**src/rtl/score_display_ctrl_if.sv**
```systemverilog
// Score request handshake between the game score logic and the display controller.
interface score_display_ctrl_if #(
    parameter int unsigned SCORE_W = 14
);
    logic               score_valid;
    logic [SCORE_W-1:0] score;
    logic               busy;
    logic               done;
    logic               overflow;

    modport master (
        output score_valid, score,
        input  busy, done, overflow
    );

    modport slave (
        input  score_valid, score,
        output busy, done, overflow
    );
endinterface

```
**src/rtl/score_display_ctrl.sv**
```systemverilog
// Binary score to four 7-segment digits: serial double-dabble, then a 4-cycle scan
// through a shared external decoder, with leading-zero blanking and atomic commit.
module score_display_ctrl #(
    parameter int unsigned SCORE_W  = 14,
    parameter int unsigned MAX_VAL  = 9999,
    parameter bit          BLANK_LZ = 1'b1
) (
    input  logic                       clk,
    input  logic                       rst_n,
    score_display_ctrl_if.slave        req,
    output logic [4:0]                 dig_code,
    input  logic [6:0]                 dig_seg,
    output logic [6:0]                 hex0,
    output logic [6:0]                 hex1,
    output logic [6:0]                 hex2,
    output logic [6:0]                 hex3
);
    localparam int unsigned BCD_W     = 16;
    localparam int unsigned CNT_W     = $clog2(SCORE_W + 1);
    localparam logic [6:0]  SEG_BLANK = 7'h7F;
    localparam logic [4:0]  CODE_DASH = 5'h1F;

    typedef enum logic [1:0] {
        IDLE = 2'd0,
        CONV = 2'd1,
        SCAN = 2'd2,
        DONE = 2'd3
    } state_e;

    state_e             state_q, state_d;
    logic [SCORE_W-1:0] sh_q, sh_d;
    logic [BCD_W-1:0]   bcd_q, bcd_d, bcd_adj;
    logic [CNT_W-1:0]   cnt_q, cnt_d;
    logic [1:0]         k_q, k_d;
    logic               ovf_pend_q, ovf_pend_d;
    logic [6:0]         shd0_q, shd0_d, shd1_q, shd1_d, shd2_q, shd2_d;
    logic [6:0]         hex0_q, hex0_d, hex1_q, hex1_d, hex2_q, hex2_d, hex3_q, hex3_d;
    logic               busy_q, busy_d;
    logic               done_q, done_d;
    logic               overflow_q, overflow_d;
    logic [4:0]         dig_code_q, dig_code_d;
    logic               blank_c;
    logic [6:0]         seg_cap_c;

    // State and datapath registers.
    always_ff @(posedge clk or negedge rst_n) begin
        if (!rst_n) begin
            state_q    <= IDLE;
            sh_q       <= '0;
            bcd_q      <= '0;
            cnt_q      <= '0;
            k_q        <= '0;
            ovf_pend_q <= 1'b0;
            shd0_q     <= SEG_BLANK;
            shd1_q     <= SEG_BLANK;
            shd2_q     <= SEG_BLANK;
            hex0_q     <= SEG_BLANK;
            hex1_q     <= SEG_BLANK;
            hex2_q     <= SEG_BLANK;
            hex3_q     <= SEG_BLANK;
            busy_q     <= 1'b0;
            done_q     <= 1'b0;
            overflow_q <= 1'b0;
            dig_code_q <= '0;
        end else begin
            state_q    <= state_d;
            sh_q       <= sh_d;
            bcd_q      <= bcd_d;
            cnt_q      <= cnt_d;
            k_q        <= k_d;
            ovf_pend_q <= ovf_pend_d;
            shd0_q     <= shd0_d;
            shd1_q     <= shd1_d;
            shd2_q     <= shd2_d;
            hex0_q     <= hex0_d;
            hex1_q     <= hex1_d;
            hex2_q     <= hex2_d;
            hex3_q     <= hex3_d;
            busy_q     <= busy_d;
            done_q     <= done_d;
            overflow_q <= overflow_d;
            dig_code_q <= dig_code_d;
        end
    end

    // Next-state and output logic.
    always_comb begin
        state_d    = state_q;
        sh_d       = sh_q;
        bcd_d      = bcd_q;
        bcd_adj    = bcd_q;
        cnt_d      = cnt_q;
        k_d        = k_q;
        ovf_pend_d = ovf_pend_q;
        shd0_d     = shd0_q;
        shd1_d     = shd1_q;
        shd2_d     = shd2_q;
        hex0_d     = hex0_q;
        hex1_d     = hex1_q;
        hex2_d     = hex2_q;
        hex3_d     = hex3_q;
        overflow_d = overflow_q;
        done_d     = 1'b0;
        busy_d     = 1'b0;
        dig_code_d = '0;

        // Digit k blanks when it and every higher nibble are zero.
        blank_c   = BLANK_LZ && (k_q != 2'd0) && !ovf_pend_q &&
                    ((bcd_q >> {k_q, 2'b00}) == '0);
        seg_cap_c = blank_c ? SEG_BLANK : dig_seg;

        for (int i = 0; i < 4; i++) begin
            if (bcd_q[4*i +: 4] >= 4'd5) begin
                bcd_adj[4*i +: 4] = bcd_q[4*i +: 4] + 4'd3;
            end
        end

        case (state_q)
            IDLE: begin
                if (req.score_valid) begin
                    sh_d       = req.score;
                    bcd_d      = '0;
                    cnt_d      = '0;
                    k_d        = '0;
                    ovf_pend_d = 32'(req.score) > MAX_VAL;
                    state_d    = CONV;
                end
            end
            CONV: begin
                bcd_d = {bcd_adj[BCD_W-2:0], sh_q[SCORE_W-1]};
                sh_d  = sh_q << 1;
                cnt_d = cnt_q + CNT_W'(1);
                if (cnt_q == CNT_W'(SCORE_W - 1)) begin
                    k_d     = '0;
                    state_d = SCAN;
                end
            end
            SCAN: begin
                k_d = k_q + 2'd1;
                case (k_q)
                    2'd0: shd0_d = seg_cap_c;
                    2'd1: shd1_d = seg_cap_c;
                    2'd2: shd2_d = seg_cap_c;
                    default: begin
                        hex0_d     = shd0_q;
                        hex1_d     = shd1_q;
                        hex2_d     = shd2_q;
                        hex3_d     = seg_cap_c;
                        overflow_d = ovf_pend_q;
                        done_d     = 1'b1;
                        state_d    = DONE;
                    end
                endcase
            end
            DONE: begin
                state_d = IDLE;
            end
            default: begin
                state_d = IDLE;
            end
        endcase

        busy_d = (state_d != IDLE);
        // The decoder code is registered, so it is derived from next-cycle state.
        if (state_d == SCAN) begin
            dig_code_d = ovf_pend_d ? CODE_DASH : {1'b0, bcd_d[{k_d, 2'b00} +: 4]};
        end
    end

    assign req.busy     = busy_q;
    assign req.done     = done_q;
    assign req.overflow = overflow_q;
    assign dig_code     = dig_code_q;
    assign hex0         = hex0_q;
    assign hex1         = hex1_q;
    assign hex2         = hex2_q;
    assign hex3         = hex3_q;
endmodule

```
**src/flat_wrapper.sv**
```systemverilog
// flat-port wrapper written by rule: the top's interface ports become plain ports
module score_display_ctrl_flat 
#(
    parameter int unsigned SCORE_W  = 14,
    parameter int unsigned MAX_VAL  = 9999,
    parameter bit          BLANK_LZ = 1'b1
)
  (clk, rst_n, dig_code, dig_seg, hex0, hex1, hex2, hex3, req_score_valid, req_score, req_busy, req_done, req_overflow);
  score_display_ctrl_if #(.SCORE_W(SCORE_W)) req_i ();
  input  logic clk;
  input  logic rst_n;
  output logic [4:0] dig_code;
  input  logic [6:0] dig_seg;
  output logic [6:0] hex0;
  output logic [6:0] hex1;
  output logic [6:0] hex2;
  output logic [6:0] hex3;
  input wire logic [$bits(req_i.score_valid)-1:0] req_score_valid;
  input wire logic [$bits(req_i.score)-1:0] req_score;
  output wire logic [$bits(req_i.busy)-1:0] req_busy;
  output wire logic [$bits(req_i.done)-1:0] req_done;
  output wire logic [$bits(req_i.overflow)-1:0] req_overflow;
  assign req_i.score_valid = req_score_valid;
  assign req_i.score = req_score;
  assign req_busy = req_i.busy;
  assign req_done = req_i.done;
  assign req_overflow = req_i.overflow;
  score_display_ctrl #(.SCORE_W(SCORE_W), .MAX_VAL(MAX_VAL), .BLANK_LZ(BLANK_LZ)) u_core (.clk(clk), .rst_n(rst_n), .req(req_i), .dig_code(dig_code), .dig_seg(dig_seg), .hex0(hex0), .hex1(hex1), .hex2(hex2), .hex3(hex3));
endmodule
```
**config.mk**
```make
export PLATFORM = sky130hd
export DESIGN_NAME = score_display_ctrl_flat
export DESIGN_NICKNAME = d
export VERILOG_FILES = /design/src/rtl/score_display_ctrl_if.sv /design/src/rtl/score_display_ctrl.sv /design/src/flat_wrapper.sv
export SDC_FILE = /design/constraint.sdc
export NUM_CORES = 1
export LEC_CHECK = 0
export BUFFER_PORTS_ARGS = -buffer_cell sky130_fd_sc_hd__buf_2
export CORE_MARGIN = 1
export CORE_UTILIZATION = 62
export CTS_CLUSTER_DIAMETER = 100
export CTS_CLUSTER_SIZE = 12
export DETAILED_ROUTE_END_ITERATION = 8
export PLACE_DENSITY = 0.95
export SLEW_MARGIN = 40
export SYNTH_ARGS = -nofsm -noshare
export SYNTH_HDL_FRONTEND = slang
export SYNTH_SLANG_ARGS = --single-unit
```
**constraint.sdc**
```tcl
create_clock -name clk -period 3.7 [get_ports clk]
set_input_delay 0.37 -clock clk [delete_from_list [all_inputs] [get_ports clk]]
set_output_delay 0.37 -clock clk [all_outputs]
set_load 0.02 [all_outputs]
```
==> results.toml, run 1 <==
[floorplan]
pin_count = 60
initial_utilization_pct = 65.5
die_h_um = 87.7
die_x_um = 87.7
dieArea_mm2 = 0.00769
coreArea_mm2 = 0.00694
rows = 30

[sta]
finalClockSkew_ps = 9.59
rsz0062_at_grt = "false"
slew_headroom_pct = 50.0
tightest_slew_ps = 731
fmax_mhz = 384
setup_viol = 0
setup_tns_ps = 0
maxSlewViolCount = 0
fin_crit_ps = 2610
fin_ws_ps = 1090
finalHoldViolations = 0
fin_crit_sh_pct = 70.5

[synth]
async_reset_ff_share_pct = 100
synth_top_area_cell = "dfstp_2"
synth.net_count = 452
synth_cell_types = 52
syn_avg_cell_area_um2 = 11.0
synthCells = 414
synth_edf_count = 0
yosys_warnings = 0
syn-cell-area_mm2 = 0.00455
ys_top_cells_by_area = "dfstp_2, dfrtp_1, nand2_1"
ys_seq_area_share_pct = 54.1
ys_seq_elements = 96
synth_top_area_share_pct = 28.3
ys.flop_type = "dfstp_2"

[grt]
overflow = 0
grt_max_degree = 72
antenna_found_initial = 0
track_usage_pct = 27.1
grt_pass1_wl_um = 15800
grt_pass1_vias = 3244

[cts]
cts-resized-gates = 0
cts_inserted_buffers = 9
cts_tree = "built"
htreeDepth = 3
clock_latency_ps = 370
hold_buffers = 0
post_cts_buffers = 0
cts_root_buffer = "clkbuf_8"
cts.reportedPaths.clkPinSlew_ps = 90
ctsLongestPathBuffers = 2
cts.sinks = 96

[drt]
totalWireLength_um = 9750
vias = 3352
via_per_inst = 5.95
antenna_left = 0
drtIter0Drc = 264
drt_first_pass_iters = 5
drc = 0
detail_route.wl_per_cell_um = 17.3

[critical_path]
crit_path_end_kind = "flop"
worstPathRequired_ps = 3950
crit_path_cell_trace = "nand2b_2, a2111oi_0, a211o_1, mux4_2, o21ba_1"
cp-start-kind = "flop"
crit_type = "reg -> reg"
critPathBufInv = 0
cp.arrival_ps = 2860
cp_max_fo = 32
critPathTopFamily = "compound AO/OA/AOI/OAI gates"
critPathMaxStageDelay_ps = 650
cp_slowest_cell = "nand2b_2"

[hold_path]
hold_path.class = "in -> async"

[final_layout]
multi_input_area_mm2 = 0.00189
final_cell_mix = "nand2_1, buf_2, dfstp_2, dfrtp_1, o21ai_0"
layout_commonest_cell = "nand2_1"
area_growth_pct = 10.7
drive_gt1_share_pct = 35.1
final.fill_count = 451
final-seq-area_mm2 = 0.00246
insertedDiodeCount = 0
finalNetCount = 500

[placement]
dp_slack_ps = 1130
place_hpwl_um = 6570
routabilityCongestion = 0.817
portBuffers = 59

[pwr]
peakVddDrop_v = 0.000326
power.density_mw_per_mm2 = 752
cellLeakagePower_nw = 2.35

[flow_run]
cap_violations = 0

[outcome]
status = "finished clean"
[worst reg2reg max path, stage by stage, from the launching register on]
cell	delay (ps)
dfrtp_1	590
nand2b_2	650
a2111oi_0	270
a211o_1	350
mux4_2	450
o21ba_1	190
[report_power, final]
group / total, mW / switching (mW) / internal [mW]
sequential: 1.70 / 0.282 / 1.42
combinational: 1.44 / 0.852 / 0.592
clock: 0.647 / 0.379 / 0.269
total: 3.79 / 1.51 / 2.28
[area by class of cell]
class	count	area share [%]
Inverter	18	1.34
Tap cell	96	2.38
Timing Repair Buffer	61	6.28
Sequential cell	96	48.9
Clock inverter	5	0.794
Multi-Input combinational cell	276	37.5
Clock buffer	11	2.80
[stage by stage]
step	hold slack, ps	utilization, %	power, mW	instance area, µm²	instances
global placement	450	69.9	3.00	4860	547
CTS	20.1	72.6	3.78	5040	563
floorplan	74.4	-	2.78	4550	414
finish	4.41	72.6	3.79	5040	563
global route	35.1	72.6	4.04	5040	563
detailed placement	419	70.0	3.12	4860	547
[per-layer routing]
| layer | part of all wire [%] | up-vias | GRT usage [%] |
|---|---|---|---|
| met1 | 42 | 1639 | 33.2 |
| li1 | - | 1568 | - |
| met2 | 51 | 123 | 48.0 |
| met3 | 5.7 | 22 | 5.37 |
| met5 | 0 | - | 0 |
| met4 | 2.0 | 0 | 9.24 |
[state kept, by name, summed over array words and instances (netlist names), 2 cells and up]
register / cells
u_core.shd2_q: 7
u_core.bcd_q: 16
u_core.shd1_q: 7
u_core.hex0: 7
u_core.hex2: 7
u_core.hex3: 7
u_core.shd0_q: 7
u_core.sh_q: 14
u_core.dig_code: 5
u_core.state_q: 2
u_core.hex1: 7
u_core.k_q: 2
u_core.cnt_q: 4
[cells in the mapped netlist, types with 7 or more instances]
| library cell | count |
|---|---|
| nand2_1 | 70 |
| ha_1 | 14 |
| a32o_1 | 8 |
| a31oi_1 | 14 |
| buf_2 | 7 |
| o31ai_1 | 7 |
| dfstp_2 | 49 |
| clkbuf_1 | 10 |
| nor2_1 | 28 |
| inv_1 | 18 |
| dfrtp_1 | 47 |
| o21ai_0 | 38 |
| mux2_2 | 22 |
[kinds of logic (layout without fill, tap and decap cells)]
group / after synthesis / in the layout / synth area share, %
AO/OA/AOI/OAI: 104 / 104 / 17.0
flip-flops: 96 / 96 / 54.1
XOR/XNOR: 1 / 1 / 0.192
buffers and inverters: 42 / 95 / 4.32
adder cells (fa/ha/maj): 14 / 14 / 3.85
multiplexers: 29 / 29 / 8.11
AND/OR/NAND/NOR: 128 / 128 / 12.4
[path summary, 6_finish.rpt]
path / cells past startpoint / from / slack, ps / to
setup / recovery: 5 / u_core.state_q[1]$_DFF_PN0_ / 1090 / u_core.dig_code[2]$_DFF_PN0_
hold / removal: 1 / rst_n / 4 / u_core.req.done$_DFF_PN0_
setup reg to reg: 5 / u_core.state_q[1]$_DFF_PN0_ / 1090 / u_core.dig_code[2]$_DFF_PN0_
hold reg to reg: 2 / u_core.hex3[1]$_DFFE_PN1P_ / 480 / u_core.hex3[1]$_DFFE_PN1P_
max in group asynchronous: 2 / rst_n / 2870 / u_core.hex1[5]$_DFFE_PN1P_
min in group clk: 3 / req_score[2] / 260 / u_core.sh_q[2]$_DFFE_PN0P_
Note: power is estimated with default switching activity, not from simulation.
==> inputs of run 2 (changes only) <==
--- a/config.mk
+++ b/config.mk
@@ -5,13 +5,14 @@
 export SDC_FILE = /design/constraint.sdc
 export NUM_CORES = 1
 export LEC_CHECK = 0
+export ABC_AREA = 1
 export BUFFER_PORTS_ARGS = -buffer_cell sky130_fd_sc_hd__buf_2
 export CORE_MARGIN = 1
-export CORE_UTILIZATION = 62
+export CORE_UTILIZATION = 52
 export CTS_CLUSTER_DIAMETER = 100
 export CTS_CLUSTER_SIZE = 12
 export DETAILED_ROUTE_END_ITERATION = 8
-export PLACE_DENSITY = 0.95
+export PLACE_DENSITY = 0.88
 export SLEW_MARGIN = 40
 export SYNTH_ARGS = -nofsm -noshare
 export SYNTH_HDL_FRONTEND = slang
==> constraint.sdc (replaced) <==
create_clock -name clk -period 2.3 [get_ports clk]
set_input_delay 0.23 -clock clk [delete_from_list [all_inputs] [get_ports clk]]
set_output_delay 0.23 -clock clk [all_outputs]
set_load 0.02 [all_outputs]
==> run 2 against run 1 <==
  * Power grew 58%
  * Synthesized area rose by 2.4%
  * Clock power grew 68%
  * Via count up 15%
  * Sequential share of layout area fell by 2.1 points
  * Global-route usage fell by 3.5 points
  * Wire length up 5.2%
  * Design area grew 4.4%
  * Largest power group unchanged
  * Highest routed layer unchanged
  * Clock skew rose by 2.4 ps
==> results.toml, run 2 <==
[synth]
synth_top_area_cell = "dfstp_2"
synthCells = 543
synth_top_area_share_pct = 27.6
yosys_warnings = 0
async_reset_ff_share_pct = 100
ys_seq_elements = 96
ys.flop_type = "dfstp_2"
synth_edf_count = 0
syn-cell-area_mm2 = 0.00466
synth_commonest_cells = "nand2_1, inv_1, o21ai_0"
syn_avg_cell_area_um2 = 8.58
synth_cell_types = 34
yosysMostFrequentCell = "nand2_1"
ys_top_cells_by_area = "dfstp_2, dfrtp_1, nand2_1"
synth.net_count = 581
ys_seq_area_share_pct = 52.9

[floorplan]
die_x_um = 96.7
coreArea_mm2 = 0.00868
rows = 34
die_h_um = 96.7
dieArea_mm2 = 0.00935
initial_utilization_pct = 53.7
pin_count = 60

[critical_path]
cp_slowest_cell = "dfrtp_1"
cp.arrival_ps = 2260
critPathBufInv = 2
critPathMaxStageDelay_ps = 450
worst-path-stages = 9
cp_max_fo = 7
crit_type = "reg -> reg"
worstPathRequired_ps = 2580
critPathTopFamily = "simple AND/OR/NAND/NOR gates"
crit_path_end_kind = "flop"
crit_path_start = "u_core.k_q[0]$_DFF_PN0_"
crit_path_cell_trace = "inv_1, ha_1, inv_1, nand4_1, nor3_1, nand3_1, nand2_1, nand2_1, o21ai_0"
r2r_start = "u_core.k_q[0]$_DFF_PN0_"
cp-start-kind = "flop"
r2r_cells = 9

[drt]
detail_route.wl_per_cell_um = 14.3
wl_met3_um = 636
drtIter0Drc = 238
top_signal_layer_used = "met4"
wl_met2_um = 5260
via_per_inst = 5.39
antenna_left = 0
totalWireLength_um = 10300
drc = 0
wl_met1_um = 4140
drt_first_pass_iters = 5
vias = 3859

[flow_run]
cap_violations = 0

[final_layout]
reg_top3 = "u_core.bcd_q (16), u_core.sh_q (14)"
insertedDiodeCount = 0
fin_util_pct = 60.7
layout_commonest_cell = "nand2_1"
largest-register = "u_core.bcd_q"
finalNetCount = 641
final_cell_mix = "nand2_1, inv_1, buf_2, o21ai_0, dfstp_2"
drive_gt1_share_pct = 25.2
largest_register_ffs = 16
area_growth_pct = 12.9

[hold_path]
hp-start = "req_score[0]"
hold_path_depth = 3
hold_path.class = "in -> reg"

[cts]
cts_tree = "built"
cts_root_buffer = "clkbuf_8"
cts.reportedPaths.clkPinSlew_ps = 90
htreeDepth = 3
ctsLongestPathBuffers = 2
hold_buffers = 1
cts-resized-gates = 0
cts.sinks = 96
post_cts_buffers = 0
cts_inserted_buffers = 9
clock_latency_ps = 370

[sta]
fin_crit_sh_pct = 86.0
rsz0062_at_grt = "false"
fmax_mhz = 505
slew_headroom_pct = 72.6
setup_tns_ps = 0
maxSlewViolCount = 0
finalHoldViolations = 0
finalClockSkew_ps = 11.9
setup_viol = 0
fin_crit_ps = 1980
tightest_slew_ps = 411

[pwr]
power.density_mw_per_mm2 = 1130
p_int_mw = 3.50
p_sw_mw = 2.46
p_total_mw = 5.97
comb_power_share_pct = 40.1
clkPwrFrac_pct = 18.3
power_frac_seq_pct = 41.6
peakVddDrop_v = 0.000697
cellLeakagePower_nw = 2.67
switching_share_pct = 41.3

[placement]
place_hpwl_um = 7390
portBuffers = 59
routabilityCongestion = 0.869

[outcome]
status = "finished clean"

[grt]
antenna_found_initial = 0
track_usage_pct = 23.5
grt_max_degree = 65
grt_pass1_vias = 3935
grt_pass1_wl_um = 17800
overflow = 0
==> run 2: cell count changes after synthesis, sizes merged, moves of 14 or more <==
| cell | delta |
|---|---|
| a31oi | -14 |
| nand3 | +41 |
| o21ai | +25 |
| inv | +61 |
| nand2 | +100 |
| mux2 | -23 |
==> run 2: worst register-to-register path, cell delays in order (launching register included) <==
cell and delay [ps]:
dfrtp_1 450, inv_1 150, ha_1 220, inv_1 120, nand4_1 120, nor3_1 160
nand3_1 280, nand2_1 220, nand2_1 70, o21ai_0 110
==> run 2: layer usage <==
layer,vias up,GRT usage [%]
met3,23,5.78
li1,1853,-
met5,-,0
met2,153,41.7
met1,1830,28.1
met4,0,7.46
==> run 2: per-stage QoR <==
stage          worst slack (ps)  area, µm²  instances  hold slack, ps
2_1_floorplan               731       4660        543           -65.6
3_3_place_gp                508       5060        699             187
4_1_cts                     320       5260        716             122
6_report                    321       5260        716             130
3_5_place_dp                368       5060        699             195
5_1_grt                    78.2       5260        716             124
==> run 2: cells by family after synthesis <==
logic type / synth area share (%)
flops: 52.9
simple gates: 23.5
xor+xnor: 0.376
buf+inv: 8.32
compound gates: 11.2
fa+ha+maj: 3.76
==> run 2: worst paths after layout <==
kind                       slack (ps)                            to
min reg2reg                       470    u_core.hex3[0]$_DFFE_PN1P_
min in group asynchronous         350     u_core.req.done$_DFF_PN0_
min                               130    u_core.sh_q[0]$_DFFE_PN0P_
max in group asynchronous        1250  u_core.shd2_q[3]$_DFFE_PN1P_
max                               320  u_core.shd1_q[3]$_DFFE_PN1P_
max reg2reg                       320  u_core.shd1_q[3]$_DFFE_PN1P_
==> run 2: final cells by class <==
| cell class | count | area (µm²) |
|---|---|---|
| fill | 746 | 3410 |
| clock buffer | 11 | 153 |
| tap | 108 | 135 |
| timing repair buffer | 65 | 358 |
| sequential | 96 | 2460 |
| clock inverter | 5 | 45.0 |
| inverter | 80 | 300 |
| multi-input combinational | 351 | 1810 |
==> run 2: power groups by stage <==
stage               clock [mW]  sequential (mW)  combinational [mW]
floorplan                    0             2.48                1.79
global placement             0             2.48                2.19
detailed placement           0             2.50                2.35
CTS                       1.11             2.48                2.38
global route              1.20             2.54                2.74
finish                    1.09             2.48                2.39
==> inputs of run 3 (changes only) <==
--- a/config.mk
+++ b/config.mk
@@ -8,11 +8,11 @@
 export ABC_AREA = 1
 export BUFFER_PORTS_ARGS = -buffer_cell sky130_fd_sc_hd__buf_2
 export CORE_MARGIN = 1
-export CORE_UTILIZATION = 52
+export CORE_UTILIZATION = 45
 export CTS_CLUSTER_DIAMETER = 100
 export CTS_CLUSTER_SIZE = 12
 export DETAILED_ROUTE_END_ITERATION = 8
-export PLACE_DENSITY = 0.88
+export PLACE_DENSITY = 0.77
 export SLEW_MARGIN = 40
 export SYNTH_ARGS = -nofsm -noshare
 export SYNTH_HDL_FRONTEND = slang
==> constraint.sdc (replaced) <==
create_clock -name clk -period 2.07 [get_ports clk]
set_input_delay 0.207 -clock clk [delete_from_list [all_inputs] [get_ports clk]]
set_output_delay 0.207 -clock clk [all_outputs]
set_load 0.02 [all_outputs]
==> run 3 against run 2 <==
  * Via count down 2.7%
  * Fmax up 5.6%
  * Critical endpoint is now u_core.shd1_q[6]$_DFFE_PN1P_
  * Clock skew down 2.9 ps
  * Critical path type unchanged
  * Global-route usage down 3.5 points
  * Sequential cell count unchanged
  * Hold slack worse by 20 ps
  * Wire length down 2.6%
  * Register-to-register slack worse by 130 ps
  * Critical path depth unchanged
==> results.toml, run 3 (same netlist as run 2, synthesis figures left out) <==
[sta]
fin_crit_ps = 1870
rsz0062_at_grt = "false"
setup_viol = 0
finalClockSkew_ps = 9.08
tightest_slew_ps = 539
maxSlewViolCount = 0
slew_headroom_pct = 64.1
setup_tns_ps = 0
fin_crit_sh_pct = 90.6
fmax_mhz = 533
fin_ws_ps = 195
finalHoldViolations = 0

[placement]
portBuffers = 59
dp_slack_ps = 156
routabilityCongestion = 0.868
place_hpwl_um = 7380

[cts]
cts_root_buffer = "clkbuf_8"
cts_tree = "built"
clock_latency_ps = 360
cts_inserted_buffers = 9
cts.reportedPaths.clkPinSlew_ps = 100
htreeDepth = 3
ctsLongestPathBuffers = 2
post_cts_buffers = 0
cts.sinks = 96

[floorplan]
initial_utilization_pct = 47.0
rows = 36
coreArea_mm2 = 0.00991
dieArea_mm2 = 0.0108
die_h_um = 104
die_x_um = 104
pin_count = 60

[drt]
antenna_left = 0
via_per_inst = 5.05
vias = 3755
drt_first_pass_iters = 4
drc = 0
totalWireLength_um = 9990
drtIter0Drc = 176
detail_route.wl_per_cell_um = 13.4

[final_layout]
layout_commonest_cell = "nand2_1"
largest_register_ffs = 16
reg_top3 = "u_core.bcd_q (16), u_core.sh_q (14)"
insertedDiodeCount = 0
drive_gt1_share_pct = 25.9
area_growth_pct = 13.9
final_cell_mix = "nand2_1, inv_1, buf_2, o21ai_0, dfstp_2"
largest-register = "u_core.bcd_q"
finalNetCount = 644

[critical_path]
critPathTopFamily = "simple AND/OR/NAND/NOR gates"
critPathMaxStageDelay_ps = 460
cp.arrival_ps = 2160
crit_type = "reg -> reg"
cp-start-kind = "flop"
cp_slowest_cell = "dfrtp_1"
crit_path_end_kind = "flop"
critPathBufInv = 2
crit_path_cell_trace = "inv_1, ha_1, inv_1, nand4_1, nor3_1, nand3_2, nand2_1, nand2_1, o21ai_0"
cp_max_fo = 7
worstPathRequired_ps = 2360

[grt]
track_usage_pct = 20.0
grt_pass1_vias = 3723
grt_pass1_wl_um = 17400
overflow = 0
grt_max_degree = 52
antenna_found_initial = 0

[hold_path]
hold_path.class = "in -> reg"

[flow_run]
cap_violations = 0

[pwr]
power.density_mw_per_mm2 = 1240
cellLeakagePower_nw = 2.68
peakVddDrop_v = 0.000756

[outcome]
status = "finished clean"
## run 3: changes by cell type in the layout (fill, tap and decap cells not counted)
cell	change
clkbuf_1	-1
clkinv_2	+1
clkbuf_16	-1
buf_4	+3
nand3_1	-1
nand3_2	+1
inv_6	+1
## run 3: per-layer routing
metal	global-route usage (%)	share of wire, %
met2	33.4	49
met3	3.84	5.4
met4	8.37	2.4
met5	0	0
met1	25.6	43
## run 3: final timing paths
kind / start / endpoint / slack, ps / cells after the start
max: u_core.k_q[0]$_DFF_PN0_ / u_core.shd1_q[6]$_DFFE_PN1P_ / 200 / 9
min: req_score[0] / u_core.sh_q[0]$_DFFE_PN0P_ / 110 / 3
max reg2reg: u_core.k_q[0]$_DFF_PN0_ / u_core.shd1_q[6]$_DFFE_PN1P_ / 200 / 9
min reg2reg: u_core.hex3[6]$_DFFE_PN1P_ / u_core.hex3[6]$_DFFE_PN1P_ / 470 / 2
max in group asynchronous: rst_n / u_core.shd1_q[1]$_DFFE_PN1P_ / 980 / 3
min in group asynchronous: rst_n / u_core.req.done$_DFF_PN0_ / 350 / 2
## run 3: worst reg2reg max path: cells and delay by family (launching register included)
kind	cells	cell delay, ps
AO/OA/AOI/OAI	1	110
buffers and inverters	2	260
flip-flops	1	460
AND/OR/NAND/NOR	5	750
adder cells (fa/ha/maj)	1	220
## run 3: metrics by stage
stage / area [µm²] / util, % / power, mW / cells / hold WS [ps]
final: 5310 / 53.6 / 6.57 / 744 / 110
after global routing: 5310 / 53.6 / 7.11 / 744 / 117
after CTS: 5300 / 53.5 / 6.59 / 744 / 101
after detailed placement: 5110 / 51.6 / 5.42 / 727 / 227
after global placement: 5110 / 51.6 / 5.25 / 727 / 218
after floorplan: 4660 / - / 4.74 / 543 / -88.6
## run 3: report_power, final
part           internal, mW  total [mW]  switching (mW)
Sequential             2.44        2.75           0.304
Combinational         0.941        2.66            1.72
Clock                 0.461        1.16           0.700
## run 3: what timing repair did
action / in CTS / in global routing
endpoints found under the hold margin: 20 / 0
endpoints found under the setup margin: 0 / 11
resized for setup: 0 / 1
hold buffers: 1 / 0
## run 3: area by class of cell
type / instances / area (µm²)
well taps: 133 / 166
repair buffers: 68 / 380
clock buffers: 9 / 124
inverters: 80 / 300
flip-flops and latches: 96 / 2460
fillers: 920 / 4600
multi-input cells: 351 / 1810
clock inverters: 7 / 58.8
